### src/rtl/alu_arbiter.sv
// Round-robin sequencer that shares one combinational ALU between two requesters.
// Optional DIV-by-zero trap is compiled in with `define ALU_ARB_DIVZERO_EN.
module alu_arbiter #(
    parameter int ALU_LAT = 1,
    parameter bit RR_INIT = 1'b0
) (
    input  logic        clk,
    input  logic        rst_n,
    input  logic        req0_valid,
    output logic        req0_ready,
    input  logic [7:0]  req0_a,
    input  logic [7:0]  req0_b,
    input  logic [3:0]  req0_cmd,
    input  logic        req1_valid,
    output logic        req1_ready,
    input  logic [7:0]  req1_a,
    input  logic [7:0]  req1_b,
    input  logic [3:0]  req1_cmd,
    output logic        rsp_valid,
    input  logic        rsp_ready,
    output logic [15:0] rsp_data,
    output logic        rsp_id,
    output logic        rsp_err,
    output logic [7:0]  alu_a,
    output logic [7:0]  alu_b,
    output logic [3:0]  alu_command,
    output logic        alu_enable,
    input  logic [15:0] alu_y
);

    localparam logic [1:0] S_IDLE = 2'd0;
    localparam logic [1:0] S_EXEC = 2'd1;
    localparam logic [1:0] S_WAIT = 2'd2;
    localparam logic [1:0] S_RESP = 2'd3;

    localparam logic [3:0] LAT_M1 = 4'(ALU_LAT - 1);
    localparam logic [3:0] CMD_DIV = 4'b0101;

    logic [1:0] state;
    logic       ptr;
    logic [3:0] cnt;

    logic       sel_valid;
    logic [7:0] sel_a;
    logic [7:0] sel_b;
    logic [3:0] sel_cmd;
    logic       div_zero;
    logic       any_valid;

    // Ready is registered, so the grant is decided one cycle ahead and the
    // transfer is taken on the edge that closes the ready cycle.
    function automatic logic pick(input logic p, input logic v0, input logic v1);
        if (p)
            pick = v1 ? 1'b1 : 1'b0;
        else
            pick = v0 ? 1'b0 : 1'b1;
    endfunction

    assign any_valid = req0_valid | req1_valid;
    assign sel_valid = req1_ready ? req1_valid : req0_valid;
    assign sel_a     = req1_ready ? req1_a     : req0_a;
    assign sel_b     = req1_ready ? req1_b     : req0_b;
    assign sel_cmd   = req1_ready ? req1_cmd   : req0_cmd;

`ifdef ALU_ARB_DIVZERO_EN
    assign div_zero = (sel_cmd == CMD_DIV) && (sel_b == 8'd0);
`else
    assign div_zero = 1'b0;
`endif

    always_ff @(posedge clk or negedge rst_n) begin
        if (!rst_n) begin
            state       <= S_IDLE;
            ptr         <= RR_INIT;
            cnt         <= 4'd0;
            req0_ready  <= 1'b0;
            req1_ready  <= 1'b0;
            rsp_valid   <= 1'b0;
            rsp_data    <= 16'd0;
            rsp_id      <= 1'b0;
            rsp_err     <= 1'b0;
            alu_a       <= 8'd0;
            alu_b       <= 8'd0;
            alu_command <= 4'd0;
            alu_enable  <= 1'b0;
        end else begin
            case (state)
                S_IDLE: begin
                    if (req0_ready || req1_ready) begin
                        req0_ready <= 1'b0;
                        req1_ready <= 1'b0;
                        // A requester that dropped valid during its ready cycle is simply skipped.
                        if (sel_valid) begin
                            rsp_id <= req1_ready;
                            if (div_zero) begin
                                rsp_data  <= 16'hFFFF;
                                rsp_err   <= 1'b1;
                                rsp_valid <= 1'b1;
                                state     <= S_RESP;
                            end else begin
                                alu_a       <= sel_a;
                                alu_b       <= sel_b;
                                alu_command <= sel_cmd;
                                alu_enable  <= 1'b1;
                                state       <= S_EXEC;
                            end
                        end
                    end else if (any_valid) begin
                        if (pick(ptr, req0_valid, req1_valid))
                            req1_ready <= 1'b1;
                        else
                            req0_ready <= 1'b1;
                    end
                end
                S_EXEC: begin
                    if (LAT_M1 == 4'd0) begin
                        rsp_data   <= alu_y;
                        rsp_err    <= 1'b0;
                        rsp_valid  <= 1'b1;
                        alu_enable <= 1'b0;
                        state      <= S_RESP;
                    end else begin
                        cnt   <= LAT_M1;
                        state <= S_WAIT;
                    end
                end
                S_WAIT: begin
                    cnt <= cnt - 4'd1;
                    if (cnt == 4'd1) begin
                        rsp_data   <= alu_y;
                        rsp_err    <= 1'b0;
                        rsp_valid  <= 1'b1;
                        alu_enable <= 1'b0;
                        state      <= S_RESP;
                    end
                end
                default: begin
                    // Granting on the handshake edge keeps the issue interval at ALU_LAT+2.
                    if (rsp_ready) begin
                        rsp_valid <= 1'b0;
                        ptr       <= ~rsp_id;
                        state     <= S_IDLE;
                        if (any_valid) begin
                            if (pick(~rsp_id, req0_valid, req1_valid))
                                req1_ready <= 1'b1;
                            else
                                req0_ready <= 1'b1;
                        end
                    end
                end
            endcase
        end
    end

endmodule

### config.mk
export PLATFORM = sky130hd
export DESIGN_NAME = alu_arbiter
export DESIGN_NICKNAME = d
export VERILOG_FILES = /design/src/rtl/alu_arbiter.sv
export SDC_FILE = /design/constraint.sdc
export NUM_CORES = 1
export LEC_CHECK = 0
export CAP_MARGIN = 20
export CELL_PAD_IN_SITES_DETAIL_PLACEMENT = 1
export CELL_PAD_IN_SITES_GLOBAL_PLACEMENT = 2
export CORE_MARGIN = 4
export CORE_UTILIZATION = 25
export DETAILED_ROUTE_END_ITERATION = 7
export PLACE_DENSITY = 0.79
export SLEW_MARGIN = 20
export SYNTH_ARGS = -nofsm -noshare
export SYNTH_HDL_FRONTEND = slang
export SYNTH_SLANG_ARGS = --single-unit
### constraint.sdc
create_clock -name clk -period 2.57 [get_ports clk]
set_input_delay 0.514 -clock clk [delete_from_list [all_inputs] [get_ports clk]]
set_output_delay 0.514 -clock clk [all_outputs]
set_load 0.02 [all_outputs]
# --- After elaboration in Yosys (flattened, before gate mapping) ---
# Index checks and enable logic that the tools add are counted.
classes:
  add_sub_neg: 1
  n_eq_ne: 9
  mux: 43
  bitwise: 5
  reduce_logical: 20
ops:
  columns: ["operator", "count"]
  rows:
  - ["16-bit one-hot mux with 2 select lines", 1]
  - ["1-bit two-way mux", 28]
  - ["16-bit two-way mux", 1]
  - ["8-bit two-way mux", 2]
  - ["6-bit AND reduction", 2]
  - ["2-bit nonzero test", 5]
  - ["2-bit two-way mux", 4]
  - ["4-bit AND reduction", 2]
  - ["2-bit inequality test, second input constant", 3]
  - ["3-bit inequality test, second input constant", 2]
  - ["1-bit one-hot mux with 2 select lines", 3]
  - ["1-bit one-hot mux with 3 select lines", 2]
  - ["2-bit one-hot mux with 3 select lines", 1]
  - ["3-bit AND reduction", 2]
  - ["3-bit nonzero test", 2]
  - ["4-bit by 1-bit equality test with 1-bit output, second input constant", 1]
  - ["4-bit two-way mux", 1]
  - ["1-bit NOT", 4]
  - ["2-bit AND reduction", 2]
  - ["4-bit nonzero test", 1]
  - ["4-bit by 1-bit subtractor with 4-bit output, second input constant", 1]
  - ["3-bit OR reduction", 1]
  - ["2-bit by 1-bit equality test with 1-bit output, second input constant", 1]
  - ["2-bit equality test, second input constant", 1]
  - ["other kinds (5)", 5]
word_totals:
  ff_bits: 49
  in_bits: 61
  output_inout_bits: 42
  elab_cells: 91

# --- Longest topological paths before layout ---
logic_depth:
  ltp_word: 9
  mapped_depth: 6
  depth_no_buf: 6

# --- Worst setup path before layout ---
# No wires, ideal clock.
synth_path:
  kind: "register to register"
  from: "register state[0]"
  to: "register rsp_data[10]"
  setup_ns: 0.125
  arrival_ns: 1.656
  required_ns: 2.445
  slack_ns: 0.789
  stages_incl_launch_ff: 7
  n_path_buf: 2
  synth_period_minus_slack_ns: 1.781
  path_cell_list: "dfrtp_1 -> inv_1 -> ha_1 -> buf_2 -> mux2i_4 -> buf_6 -> mux2_4"
synth_via:
  elab_chain_cells: 3
  elab_cells_between_ends: 6
  classes_between: "3 x eq/ne; 1 x mux; 2 x reduce/logical"
synth_rtl:
  columns: ["element", "line", "rtl"]
  rows:
  - ["start: declaration", "39", "logic [1:0] state;"]
  - ["start signal: assignment", "73", "state <= S_IDLE;"]
  - ["start signal: assignment", "99", "state <= S_RESP;"]
  - ["start signal: assignment", "105", "state <= S_EXEC;"]
  - ["2-bit equality test or 2-bit by 1-bit equality test with 1-bit output (tied branches)", "87", "case (state)"]
  - ["2-bit inequality test (no line) or 2-bit nonzero test (tied branches)", null, null]
  - ["2-bit AND reduction (no line)", null, null]
  - ["end signal: assignment", "117", "rsp_data <= alu_y;"]
  - ["end signal: assignment", "130", "rsp_data <= alu_y;"]
  - ["end: declaration", "21", "output logic [15:0] rsp_data,"]
# Parallel ways exist; a longest one is shown, timed or not.
# A chain may end at the register's enable or synchronous reset.

# --- Worst setup path in the final report ---
layout_path:
  from: "register req1_ready"
  to: "output req1_ready"
layout_rtl:
  columns: ["element", "line", "rtl"]
  rows:
  - ["start: declaration", "15", "output logic req1_ready,"]
  - ["start signal: assignment", "77", "req1_ready <= 1'b0;"]
  - ["start signal: assignment", "91", "req1_ready <= 1'b0;"]
  - ["start signal: assignment", "110", "req1_ready <= 1'b1;"]
# No word-level cell between the ends.

==> flow_summary.json <==
{
  "status": "finished clean",
  "rrSetupSlack_ns": 0.56,
  "via_per_inst": 4.47,
  "drt_iter0_drc": 17,
  "critPathLaunchType": "register",
  "yosysMostFrequentCell": "dfrtp_1",
  "finClkSkew_ns": 0.0111,
  "synthFlopType": "dfrtp_1",
  "io_pins": 103,
  "yosys_warnings": 0,
  "die_w_um": 104,
  "htreeDepth": 2,
  "cp-end-kind": "primary output",
  "cts_made_buffers": 5,
  "worstMarginPinSlew_ns": 0.631,
  "grt_first_pass_wirelength_um": 10100,
  "cts_sinks": 48,
  "synth_cell_type_count": 37,
  "syn_inst": 193,
  "p_per_area_nw_per_um2": 1230,
  "synth_seq_cells": 48,
  "port_buffers": 101,
  "fp.dieArea_um2": 10900,
  "max_freq_mhz": 496,
  "clk_pin_slew_worst_paths_ns": 0.10,
  "busiest_layer": "met2",
  "grt_util_met3": 0.0354,
  "syn_area_per_cell_um2": 12.0,
  "leakage_nw": 1.62,
  "wl_per_cell_um": 14.8,
  "synth_edf_count": 0,
  "synth.net_count": 261,
  "ys_async_sr_fraction": 1.00,
  "critPathKind": "reg2out",
  "grt_pass1_vias": 1931,
  "fin_crit_sh": 0.785,
  "drcViolationCount": 0,
  "ys_seq_area_frac": 0.519,
  "worst-endpoint-required_ns": 2.06,
  "fp.dieH_um": 104,
  "dr.pass1.iters": 3,
  "grtUsageMet2": 0.189,
  "synth.area.top_cells": "dfrtp_1, mux2i_1, mux2_4",
  "placed_cells": 397,
  "initial_utilization": 0.262,
  "hold_class": "in2async",
  "maxSlewHeadroom": 0.579,
  "tns_ns": 0,
  "antenna_found_initial": 0,
  "cts_tree": "done",
  "rsz0062_at_grt": "false",
  "synth.top_cell.area_share": 0.519,
  "dpl.hpwl_um": 4620,
  "grt_max_degree": 49,
  "track_usage": 0.114,
  "clockRootBuffer": "clkbuf_8",
  "area_delta_synth_final_pct": 53.8,
  "n_antenna_cell": 0,
  "reg2reg_depth": 5,
  "synthesis.area_um2": 2320,
  "nFillCells": 980,
  "layout.cells.non_filler": 405,
  "setup_viol": 0,
  "cts_hold_buf": 0,
  "crit-reg2reg-launch": "state[0]$_DFFE_PN0P_",
  "rows": 34,
  "antenna_left": 0,
  "rr_endpoint": "rsp_data[13]$_DFFE_PN0P_",
  "layout-drive-gt1-share": 0.135,
  "core_um2": 8850,
  "timing.final.max_slew_violations": 0,
  "fin_crit_ns": 2.02,
  "critPathMaxFanout": 13,
  "fin_nets": 364,
  "clock_latency_ns": 0.30,
  "critPathMaxStageDelay_ns": 0.65,
  "path_cells": "buf_4, clkdlybuf4s50_1",
  "finalWirelength_um": 6010,
  "place_congestion": 0.723,
  "peakVddDrop_mv": 0.292,
  "cts_setup_buffers": 0,
  "synth_area_leader_cell": "dfrtp_1",
  "cp.arrival_ns": 1.50,
  "vias": 1812,
  "overflow": 0,
  "maxCapViolCount": 0,
  "final-hold-violation-count": 0,
  "slowest_stage": "clkdlybuf4s50_1",
  "synth_common_cells": "dfrtp_1, nand2_1, mux2i_1, o21ai_0, mux2_4",
  "cts_resized": 0,
  "clock_path_buffers": 2,
  "use_met1": 0.145
}
## state kept, by name, summed over array words and instances (netlist names)
name,flops
alu_b,8
rsp_data,16
alu_a,8
ptr,1
rsp_valid,1
alu_enable,1
req1_ready,1
alu_command,4
cnt,4
rsp_id,1
state,2
req0_ready,1
## metrics by stage
step	power [mW]	hold slack [ns]	util	setup WS (ns)	cell area, µm²
floorplan	2.84	0.218	-	0.789	2320
global placement	3.77	0.462	0.388	0.564	3440
detailed placement	3.83	0.470	0.388	0.515	3440
CTS	4.45	0.335	0.403	0.517	3560
global route	4.69	0.349	0.403	0.420	3560
finish	4.37	0.313	0.403	0.552	3560
## layout by cell type, fill, tap and decap left out, types with 3 or more instances in the layout
cell             instances
nand2_1                 24
o21ai_0                 20
dfrtp_1                 48
mux2_4                  11
clkbuf_8                 7
nor2_1                   5
clkdlybuf4s50_1        100
mux2_2                   8
ha_1                     7
mux2i_1                 22
a31oi_1                  3
a21oi_1                  3
inv_1                    5
buf_4                    5
## critical path: cells and delay by family, from the launching register on
kind,cells,cell delay [ns]
buffers and inverters,2,0.85
DFF,1,0.33
## worst max-delay path by stage
stage,depth (start not counted),slack (ns),startpoint,to
after floorplan,6,0.79,state[0]$_DFFE_PN0P_,rsp_data[10]$_DFFE_PN0P_
after global placement,5,0.56,state[0]$_DFFE_PN0P_,rsp_data[0]$_DFFE_PN0P_
after detailed placement,5,0.52,state[0]$_DFFE_PN0P_,rsp_data[0]$_DFFE_PN0P_
after CTS,5,0.52,state[0]$_DFFE_PN0P_,rsp_data[0]$_DFFE_PN0P_
after global routing,5,0.42,state[0]$_DFFE_PN0P_,rsp_data[2]$_DFFE_PN0P_
final,2,0.55,req1_ready$_DFFE_PN0P_,req1_ready
## kinds of logic (layout without fill, tap and decap cells)
family,count (synthesis),after routing,synth area share
DFF,48,48,0.519
and+or+nand+nor,44,44,0.102
muxes,42,42,0.215
AOI/OAI and AO/OA,33,33,0.0805
buffers and inverters,15,119,0.0335
adders and majority gates,7,7,0.0378
xor gates and xnor gates,3,3,0.0113
other,1,1,0.00162
## area by class of cell
| cell class | count | area [µm²] | share of cell area |
|---|---|---|---|
| Clock inverter | 1 | 30.0 | 0.00843 |
| Multi-Input combinational cell | 130 | 1040 | 0.291 |
| Tap cell | 108 | 135 | 0.0379 |
| Timing Repair Buffer | 106 | 1040 | 0.293 |
| Sequential cell | 48 | 1200 | 0.337 |
| Clock buffer | 7 | 96.3 | 0.0270 |
| Inverter | 5 | 18.8 | 0.00527 |
## power breakdown
| part | internal (mW) | switching [mW] | total, mW |
|---|---|---|---|
| Sequential | 1.13 | 0.237 | 1.37 |
| Clock | 0.344 | 0.259 | 0.603 |
| Combinational | 1.26 | 1.14 | 2.40 |
| Total | 2.73 | 1.63 | 4.37 |
## per-layer routing
layer	up-vias	part of all wire	wire length [µm]
met5	-	0	0
met4	0	0.0077	46
met3	4	0.050	298
met2	55	0.49	2950
met1	882	0.45	2710
li1	871	-	-
Power figures use the tool's default switching activity.
